===== src/rtl/mips_ctrl_pkg.sv =====
// Shared definitions for the multicycle MIPS control path: opcodes, ALU op codes,
// FSM state encodings, datapath select values and the strobe bundle.
package mips_ctrl_pkg;

  localparam int unsigned ALU_OP_W = 4;
  localparam int unsigned STATE_W  = 4;
  localparam int unsigned OP_W     = 6;

  localparam logic [OP_W-1:0] OP_RTYPE = 6'h00;
  localparam logic [OP_W-1:0] OP_J     = 6'h02;
  localparam logic [OP_W-1:0] OP_JAL   = 6'h03;
  localparam logic [OP_W-1:0] OP_BEQ   = 6'h04;
  localparam logic [OP_W-1:0] OP_BNE   = 6'h05;
  localparam logic [OP_W-1:0] OP_ADDI  = 6'h08;
  localparam logic [OP_W-1:0] OP_ANDI  = 6'h0C;
  localparam logic [OP_W-1:0] OP_ORI   = 6'h0D;
  localparam logic [OP_W-1:0] OP_LUI   = 6'h0F;
  localparam logic [OP_W-1:0] OP_LW    = 6'h23;
  localparam logic [OP_W-1:0] OP_SW    = 6'h2B;
  localparam logic [OP_W-1:0] FUNC_JR  = 6'h08;

  // Shared with the ALU control decoder; do not renumber.
  localparam logic [ALU_OP_W-1:0] ALU_ADD   = 4'h0;
  localparam logic [ALU_OP_W-1:0] ALU_ORI   = 4'h1;
  localparam logic [ALU_OP_W-1:0] ALU_LUI   = 4'h2;
  localparam logic [ALU_OP_W-1:0] ALU_ANDI  = 4'h3;
  localparam logic [ALU_OP_W-1:0] ALU_LW    = 4'h4;
  localparam logic [ALU_OP_W-1:0] ALU_SW    = 4'h5;
  localparam logic [ALU_OP_W-1:0] ALU_BEQ   = 4'h6;
  localparam logic [ALU_OP_W-1:0] ALU_BNE   = 4'h7;
  localparam logic [ALU_OP_W-1:0] ALU_J     = 4'h8;
  localparam logic [ALU_OP_W-1:0] ALU_JAL   = 4'h9;
  localparam logic [ALU_OP_W-1:0] ALU_RTYPE = 4'hF;

  typedef enum logic [STATE_W-1:0] {
    S_FETCH     = 4'd0,
    S_DECODE    = 4'd1,
    S_MEM_ADDR  = 4'd2,
    S_MEM_READ  = 4'd3,
    S_MEM_WB    = 4'd4,
    S_MEM_WRITE = 4'd5,
    S_R_EXEC    = 4'd6,
    S_R_WB      = 4'd7,
    S_I_EXEC    = 4'd8,
    S_I_WB      = 4'd9,
    S_BRANCH    = 4'd10,
    S_JUMP      = 4'd11,
    S_JAL       = 4'd12,
    S_JR        = 4'd13
  } state_e;

  localparam logic [1:0] SRC_B_REG    = 2'b00;
  localparam logic [1:0] SRC_B_FOUR   = 2'b01;
  localparam logic [1:0] SRC_B_IMM    = 2'b10;
  localparam logic [1:0] SRC_B_IMM_SH = 2'b11;

  localparam logic [1:0] PC_SRC_ALU    = 2'b00;
  localparam logic [1:0] PC_SRC_ALUOUT = 2'b01;
  localparam logic [1:0] PC_SRC_JUMP   = 2'b10;
  localparam logic [1:0] PC_SRC_REG    = 2'b11;

  localparam logic [1:0] REG_DST_RT = 2'b00;
  localparam logic [1:0] REG_DST_RD = 2'b01;
  localparam logic [1:0] REG_DST_RA = 2'b10;

  localparam logic [1:0] M2R_ALUOUT = 2'b00;
  localparam logic [1:0] M2R_MDR    = 2'b01;
  localparam logic [1:0] M2R_PC     = 2'b10;

  typedef struct packed {
    logic       alu_src_a;
    logic [1:0] alu_src_b;
    logic       pc_write;
    logic [1:0] pc_source;
    logic       ir_write;
    logic       iord;
    logic       mem_read;
    logic       mem_write;
    logic       reg_write;
    logic [1:0] reg_dst;
    logic [1:0] mem_to_reg;
    logic       illegal_opcode;
  } ctrl_t;

endpackage


===== src/rtl/multi_cycle_control_alu_op_encoder.sv =====
// Maps the current FSM state and the latched opcode to the ALU op code
// consumed by the ALU control decoder.
module alu_op_encoder
  import mips_ctrl_pkg::*;
(
  input  state_e              state,
  input  logic [OP_W-1:0]     opcode,
  output logic [ALU_OP_W-1:0] alu_op
);

  always_comb begin
    alu_op = ALU_ADD;
    case (state)
      S_MEM_ADDR: alu_op = (opcode == OP_LW) ? ALU_LW : ALU_SW;
      S_R_EXEC:   alu_op = ALU_RTYPE;
      S_I_EXEC: begin
        case (opcode)
          OP_ANDI: alu_op = ALU_ANDI;
          OP_ORI:  alu_op = ALU_ORI;
          OP_LUI:  alu_op = ALU_LUI;
          default: alu_op = ALU_ADD;
        endcase
      end
      S_BRANCH:   alu_op = (opcode == OP_BEQ) ? ALU_BEQ : ALU_BNE;
      S_JUMP:     alu_op = ALU_J;
      S_JAL:      alu_op = ALU_JAL;
      default:    alu_op = ALU_ADD;
    endcase
  end

endmodule


===== src/rtl/multi_cycle_control.sv =====
// Multicycle MIPS main control FSM: sequences fetch/decode/execute/memory/writeback
// and drives every datapath strobe and mux select.
module multi_cycle_control
  import mips_ctrl_pkg::*;
(
  input  logic                clk,
  input  logic                reset,
  input  logic [OP_W-1:0]     opcode_i,
  input  logic [OP_W-1:0]     function_i,
  input  logic                zero_i,
  input  logic                mem_ready_i,
  output logic [ALU_OP_W-1:0] alu_op_o,
  output logic                alu_src_a_o,
  output logic [1:0]          alu_src_b_o,
  output logic                pc_write_o,
  output logic [1:0]          pc_source_o,
  output logic                ir_write_o,
  output logic                iord_o,
  output logic                mem_read_o,
  output logic                mem_write_o,
  output logic                reg_write_o,
  output logic [1:0]          reg_dst_o,
  output logic [1:0]          mem_to_reg_o,
  output logic                illegal_opcode_o,
  output logic [STATE_W-1:0]  state_o
);

  state_e              state;
  state_e              state_next;
  logic [OP_W-1:0]     op_q;
  logic [ALU_OP_W-1:0] alu_op;
  ctrl_t               ctrl;
  ctrl_t               ctrl_out;

  // Opcode is captured in DECODE so later states never look at the live IR bus.
  always_ff @(posedge clk) begin
    if (!reset) begin
      state <= S_FETCH;
      op_q  <= '0;
    end else begin
      state <= state_next;
      if (state == S_DECODE) op_q <= opcode_i;
    end
  end

  always_comb begin
    state_next = state;
    ctrl       = '0;
    case (state)
      S_FETCH: begin
        ctrl.mem_read  = 1'b1;
        ctrl.alu_src_b = SRC_B_FOUR;
        if (mem_ready_i) begin
          ctrl.ir_write = 1'b1;
          ctrl.pc_write = 1'b1;
          state_next    = S_DECODE;
        end
      end
      S_DECODE: begin
        ctrl.alu_src_b = SRC_B_IMM_SH;
        case (opcode_i)
          OP_RTYPE:                       state_next = (function_i == FUNC_JR) ? S_JR : S_R_EXEC;
          OP_LW, OP_SW:                   state_next = S_MEM_ADDR;
          OP_ADDI, OP_ANDI, OP_ORI, OP_LUI: state_next = S_I_EXEC;
          OP_BEQ, OP_BNE:                 state_next = S_BRANCH;
          OP_J:                           state_next = S_JUMP;
          OP_JAL:                         state_next = S_JAL;
          default: begin
            ctrl.illegal_opcode = 1'b1;
            state_next          = S_FETCH;
          end
        endcase
      end
      S_MEM_ADDR: begin
        ctrl.alu_src_a = 1'b1;
        ctrl.alu_src_b = SRC_B_IMM;
        state_next     = (op_q == OP_LW) ? S_MEM_READ : S_MEM_WRITE;
      end
      S_MEM_READ: begin
        ctrl.mem_read = 1'b1;
        ctrl.iord     = 1'b1;
        if (mem_ready_i) state_next = S_MEM_WB;
      end
      S_MEM_WB: begin
        ctrl.reg_write  = 1'b1;
        ctrl.reg_dst    = REG_DST_RT;
        ctrl.mem_to_reg = M2R_MDR;
        state_next      = S_FETCH;
      end
      S_MEM_WRITE: begin
        ctrl.mem_write = 1'b1;
        ctrl.iord      = 1'b1;
        if (mem_ready_i) state_next = S_FETCH;
      end
      S_R_EXEC: begin
        ctrl.alu_src_a = 1'b1;
        ctrl.alu_src_b = SRC_B_REG;
        state_next     = S_R_WB;
      end
      S_R_WB: begin
        ctrl.reg_write  = 1'b1;
        ctrl.reg_dst    = REG_DST_RD;
        ctrl.mem_to_reg = M2R_ALUOUT;
        state_next      = S_FETCH;
      end
      S_I_EXEC: begin
        ctrl.alu_src_a = 1'b1;
        ctrl.alu_src_b = SRC_B_IMM;
        state_next     = S_I_WB;
      end
      S_I_WB: begin
        ctrl.reg_write  = 1'b1;
        ctrl.reg_dst    = REG_DST_RT;
        ctrl.mem_to_reg = M2R_ALUOUT;
        state_next      = S_FETCH;
      end
      S_BRANCH: begin
        ctrl.alu_src_a = 1'b1;
        ctrl.alu_src_b = SRC_B_REG;
        ctrl.pc_source = PC_SRC_ALUOUT;
        ctrl.pc_write  = (op_q == OP_BEQ) ? zero_i : ~zero_i;
        state_next     = S_FETCH;
      end
      S_JUMP: begin
        ctrl.pc_source = PC_SRC_JUMP;
        ctrl.pc_write  = 1'b1;
        state_next     = S_FETCH;
      end
      S_JAL: begin
        ctrl.reg_write  = 1'b1;
        ctrl.reg_dst    = REG_DST_RA;
        ctrl.mem_to_reg = M2R_PC;
        ctrl.pc_source  = PC_SRC_JUMP;
        ctrl.pc_write   = 1'b1;
        state_next      = S_FETCH;
      end
      S_JR: begin
        ctrl.pc_source = PC_SRC_REG;
        ctrl.pc_write  = 1'b1;
        state_next     = S_FETCH;
      end
      default: state_next = S_FETCH;
    endcase
  end

  alu_op_encoder u_alu_op_encoder (
    .state  (state),
    .opcode (op_q),
    .alu_op (alu_op)
  );

  // Holding reset low silences every strobe immediately, aborting any access in flight.
  assign ctrl_out = reset ? ctrl : '0;

  assign alu_op_o         = reset ? alu_op : '0;
  assign alu_src_a_o      = ctrl_out.alu_src_a;
  assign alu_src_b_o      = ctrl_out.alu_src_b;
  assign pc_write_o       = ctrl_out.pc_write;
  assign pc_source_o      = ctrl_out.pc_source;
  assign ir_write_o       = ctrl_out.ir_write;
  assign iord_o           = ctrl_out.iord;
  assign mem_read_o       = ctrl_out.mem_read;
  assign mem_write_o      = ctrl_out.mem_write;
  assign reg_write_o      = ctrl_out.reg_write;
  assign reg_dst_o        = ctrl_out.reg_dst;
  assign mem_to_reg_o     = ctrl_out.mem_to_reg;
  assign illegal_opcode_o = ctrl_out.illegal_opcode;
  assign state_o          = state;

endmodule


===== config.mk =====
export PLATFORM = sky130hd
export DESIGN_NAME = multi_cycle_control
export DESIGN_NICKNAME = d
export VERILOG_FILES = /design/src/rtl/mips_ctrl_pkg.sv /design/src/rtl/multi_cycle_control_alu_op_encoder.sv /design/src/rtl/multi_cycle_control.sv
export SDC_FILE = /design/constraint.sdc
export NUM_CORES = 1
export LEC_CHECK = 0
export BUFFER_PORTS_ARGS = -buffer_cell sky130_fd_sc_hd__clkbuf_2
export CAP_MARGIN = 5
export CORE_UTILIZATION = 45
export DETAILED_ROUTE_END_ITERATION = 8
export PLACE_DENSITY = 0.76
export SYNTH_ARGS = -nofsm -noshare
export SYNTH_HDL_FRONTEND = slang
export SYNTH_SLANG_ARGS = --single-unit

===== constraint.sdc =====
create_clock -name clk -period 1.6 [get_ports clk]
set_input_delay 0.16 -clock clk [delete_from_list [all_inputs] [get_ports clk]]
set_output_delay 0.16 -clock clk [all_outputs]
set_load 0.02 [all_outputs]

==> results.sh <==
export IMPL_cp_data_arrival_time_ns=1.80
export IMPL_worst_setup_path_end_kind="primary output"
export IMPL_tightest_slew_ns=0.526
export IMPL_gr_total_overflow=0
export IMPL_wire_per_inst_um=19.3
export IMPL_first_pass_iters=5
export IMPL_place_gp_congestion=0.872
export IMPL_grt_antenna_before_repair=0
export IMPL_final_cell_mix="buf_4, clkbuf_2, nor2_1"
export IMPL_yosysSeqAreaShare_pct=17.7
export IMPL_die_w_um=52.1
export IMPL_critPathRequiredTime_ns=1.44
export IMPL_fillerInstances=116
export IMPL_die_area_um2=2710
export IMPL_num_io_pins=40
export IMPL_seqPwrFrac_pct=33.0
export IMPL_yosys_area_top_type_share_pct=17.7
export IMPL_syn_nets=182
export IMPL_cts_buffer_depth=2
export IMPL_setup_violations=13
export IMPL_synth_ff_type="dfxtp_1"
export IMPL_max_slew_margin_rel_pct=64.7
export IMPL_min_period_ns=1.96
export IMPL_clockPowerShare_pct=27.2
export IMPL_synth_cell_types=42
export IMPL_synth_edf_count=0
export IMPL_violations="negative setup slack"
export IMPL_avgViaCountPerCell=6.36
export IMPL_ys_warn_count=0
export IMPL_layout_cells_non_filler=264
export IMPL_cellPowerDensity_nw_per_um2=420
export IMPL_async_flop_share_pct=0
export IMPL_track_usage_pct=30.2
export IMPL_grt_max_degree=13
export IMPL_met3WireLength_um=456
export IMPL_run_status="finished with violations"
export IMPL_synth_seq_cells=10
export IMPL_area_growth_pct=76.9
export IMPL_cts_tree="built"
export IMPL_p_int_uw=558
export IMPL_synth_avg_cell_area_um2=6.80
export IMPL_dp_final_hpwl_um=2580
export IMPL_p_total_uw=839
export IMPL_ir_worst_vdd_mv=0.606
export IMPL_cts_made_buffers=3
export IMPL_grt_first_pass_wirelength_um=6090
export IMPL_start_util_pct=49.1
export IMPL_cp_cell_sequence="inv_4 -> nand2_1 -> o31ai_1 -> nand3b_1 -> o31ai_4 -> clkbuf_8"
export IMPL_topRoutingLayerUsed="met4"
export IMPL_critPathSlowestCell="o31ai_1"
export IMPL_syn_area_um2=1130
export IMPL_rows=17
export IMPL_num_antenna_cells=0
export IMPL_p_sw_uw=281
export IMPL_core_um2=2300
export IMPL_whs_ns=0.258
export IMPL_synth_cells=166
export IMPL_drtIter0Drc=98
export IMPL_clkSlewWorstSetupHoldPaths_ns=0.06
export IMPL_nNetsFinal=253
export IMPL_dpl_cell_count=238
export IMPL_fmax_ghz=0.510
export IMPL_power_share_combinational_pct=39.8
export IMPL_drv_slew=0
export IMPL_path_max_fanout=8
export IMPL_multi_input_area_um2=1050
export IMPL_die_h_um=52.1
export IMPL_htree_levels=1
export IMPL_clk_latency_ns=0.27
export IMPL_period_share_pct=122
export IMPL_regArea_um2=219
export IMPL_mostFrequentLayoutCell="buf_4"
export IMPL_wirelength_um=5100
export IMPL_leakagePower_uw=0.000833
export IMPL_p_sw_share_pct=33.5
export IMPL_worstSetupStartpointType="flop"
export IMPL_max_stage_delay_ns=0.40
export IMPL_synth_top_area_cell="dfxtp_1"
export IMPL_hold_violations=0
export IMPL_max_cap_violations=0
export IMPL_rsz0062_at_grt="yes"
export IMPL_drc=0
export IMPL_met1_length_um=1850
export IMPL_portBuffers=39
export IMPL_setup_slack_ns=-0.360
export IMPL_crit_type="reg -> out"
export IMPL_layout_drive_gt1_share_pct=54.7
export IMPL_utilization_pct=86.9
export IMPL_ant_nets=0
export IMPL_clkSinkCount=10
export IMPL_num_vias=1679
export IMPL_root_buffer="clkbuf_4"
export IMPL_fin_worst_skew_ns=0.000609
export IMPL_hp_class="in -> reg"
export IMPL_wl_met2_um=2480
export IMPL_hold_buffers=0
export IMPL_grt_pass1_vias=1398
export IMPL_synth_area_leaders="dfxtp_1, nor2b_1, nor2_1"
## logic make-up after synthesis
kind of cell	count (synthesis)	share of synthesized area, %
flops	10	17.7
xor+xnor	5	3.88
mux	6	5.32
compound gates	38	22.1
simple gates	89	43.6
buf+inv	18	7.43
## power groups by stage
stage	Sequential, uW	Clock (uW)	Combinational, uW
finish	277	228	334
CTS	273	227	269
detailed placement	285	0	223
global route	278	246	350
floorplan	281	0	146
global placement	283	0	217
## synthesized netlist by cell type (all sizes together) (2+ instances only)
library cell and n:
nor2 26, nor2b 16, nand2 15, a21oi 14
dfxtp 10, clkbuf 8, nor3 8, buf 7
o21ai 7, mux2i 6, nand2b 6, a31oi 3
inv 3, nand4b 3, nor4 3, o211ai 3
o31ai 3, xnor2 3, nor3b 2, nor4b 2
o221a 2, xor2 2
## final timing paths
path	startpoint	end	slack, ns	cells after the start
worst max register to register	state_o[0]$_SDFFE_PN0P_	state_o[2]$_SDFFE_PN0P_	-0.15	7
worst min-delay path	opcode_i[4]	op_q[4]$_SDFFE_PN0P_	0.26	3
worst max-delay path	state_o[2]$_SDFFE_PN0P_	pc_write_o	-0.36	6
worst min register to register	op_q[1]$_SDFFE_PN0P_	op_q[1]$_SDFFE_PN0P_	0.62	2
## critical path: cells and delay by family (launching register included)
family	cells	cell delay (ns)
buffers and inverters	2	0.31
flip-flops	1	0.39
AO/OA/AOI/OAI	2	0.49
AND/OR/NAND/NOR	2	0.33
## through the flow
step	TNS [ns]	setup WS (ns)	area, um2
after floorplan	-0.111	-0.0504	1180
after global placement	-0.136	-0.113	1500
after detailed placement	-0.319	-0.197	1500
after CTS	-0.632	-0.304	1780
after global routing	-1.93	-0.372	2000
final	-1.05	-0.360	2000
## state kept, by name, indices dropped and copies added (netlist names)
name and flops:
op_q 6, state_o 4
## metal layers
metal | track usage, % | vias up
li1 | - | 737
met1 | 34.7 | 775
met2 | 55.1 | 124
met3 | 6.14 | 43
met4 | 9.01 | 0
met5 | 0 | -
## area by class of cell
cell class	instances	share of cell area (%)
well taps	28	1.75
multi-input cells	138	52.6
inverters	3	0.689
clock buffers	4	1.82
repair buffers	81	32.1
flip-flops and latches	10	11.0
## timing repair
item | 4_1_cts | 5_1_grt
gates cloned | 1 | 0
setup endpoints to repair | 14 | 25
gates resized for setup | 41 | 50
pin swaps | 9 | 21
buffers inserted | 10 | 12
Note: power is estimated with default switching activity, not from simulation.
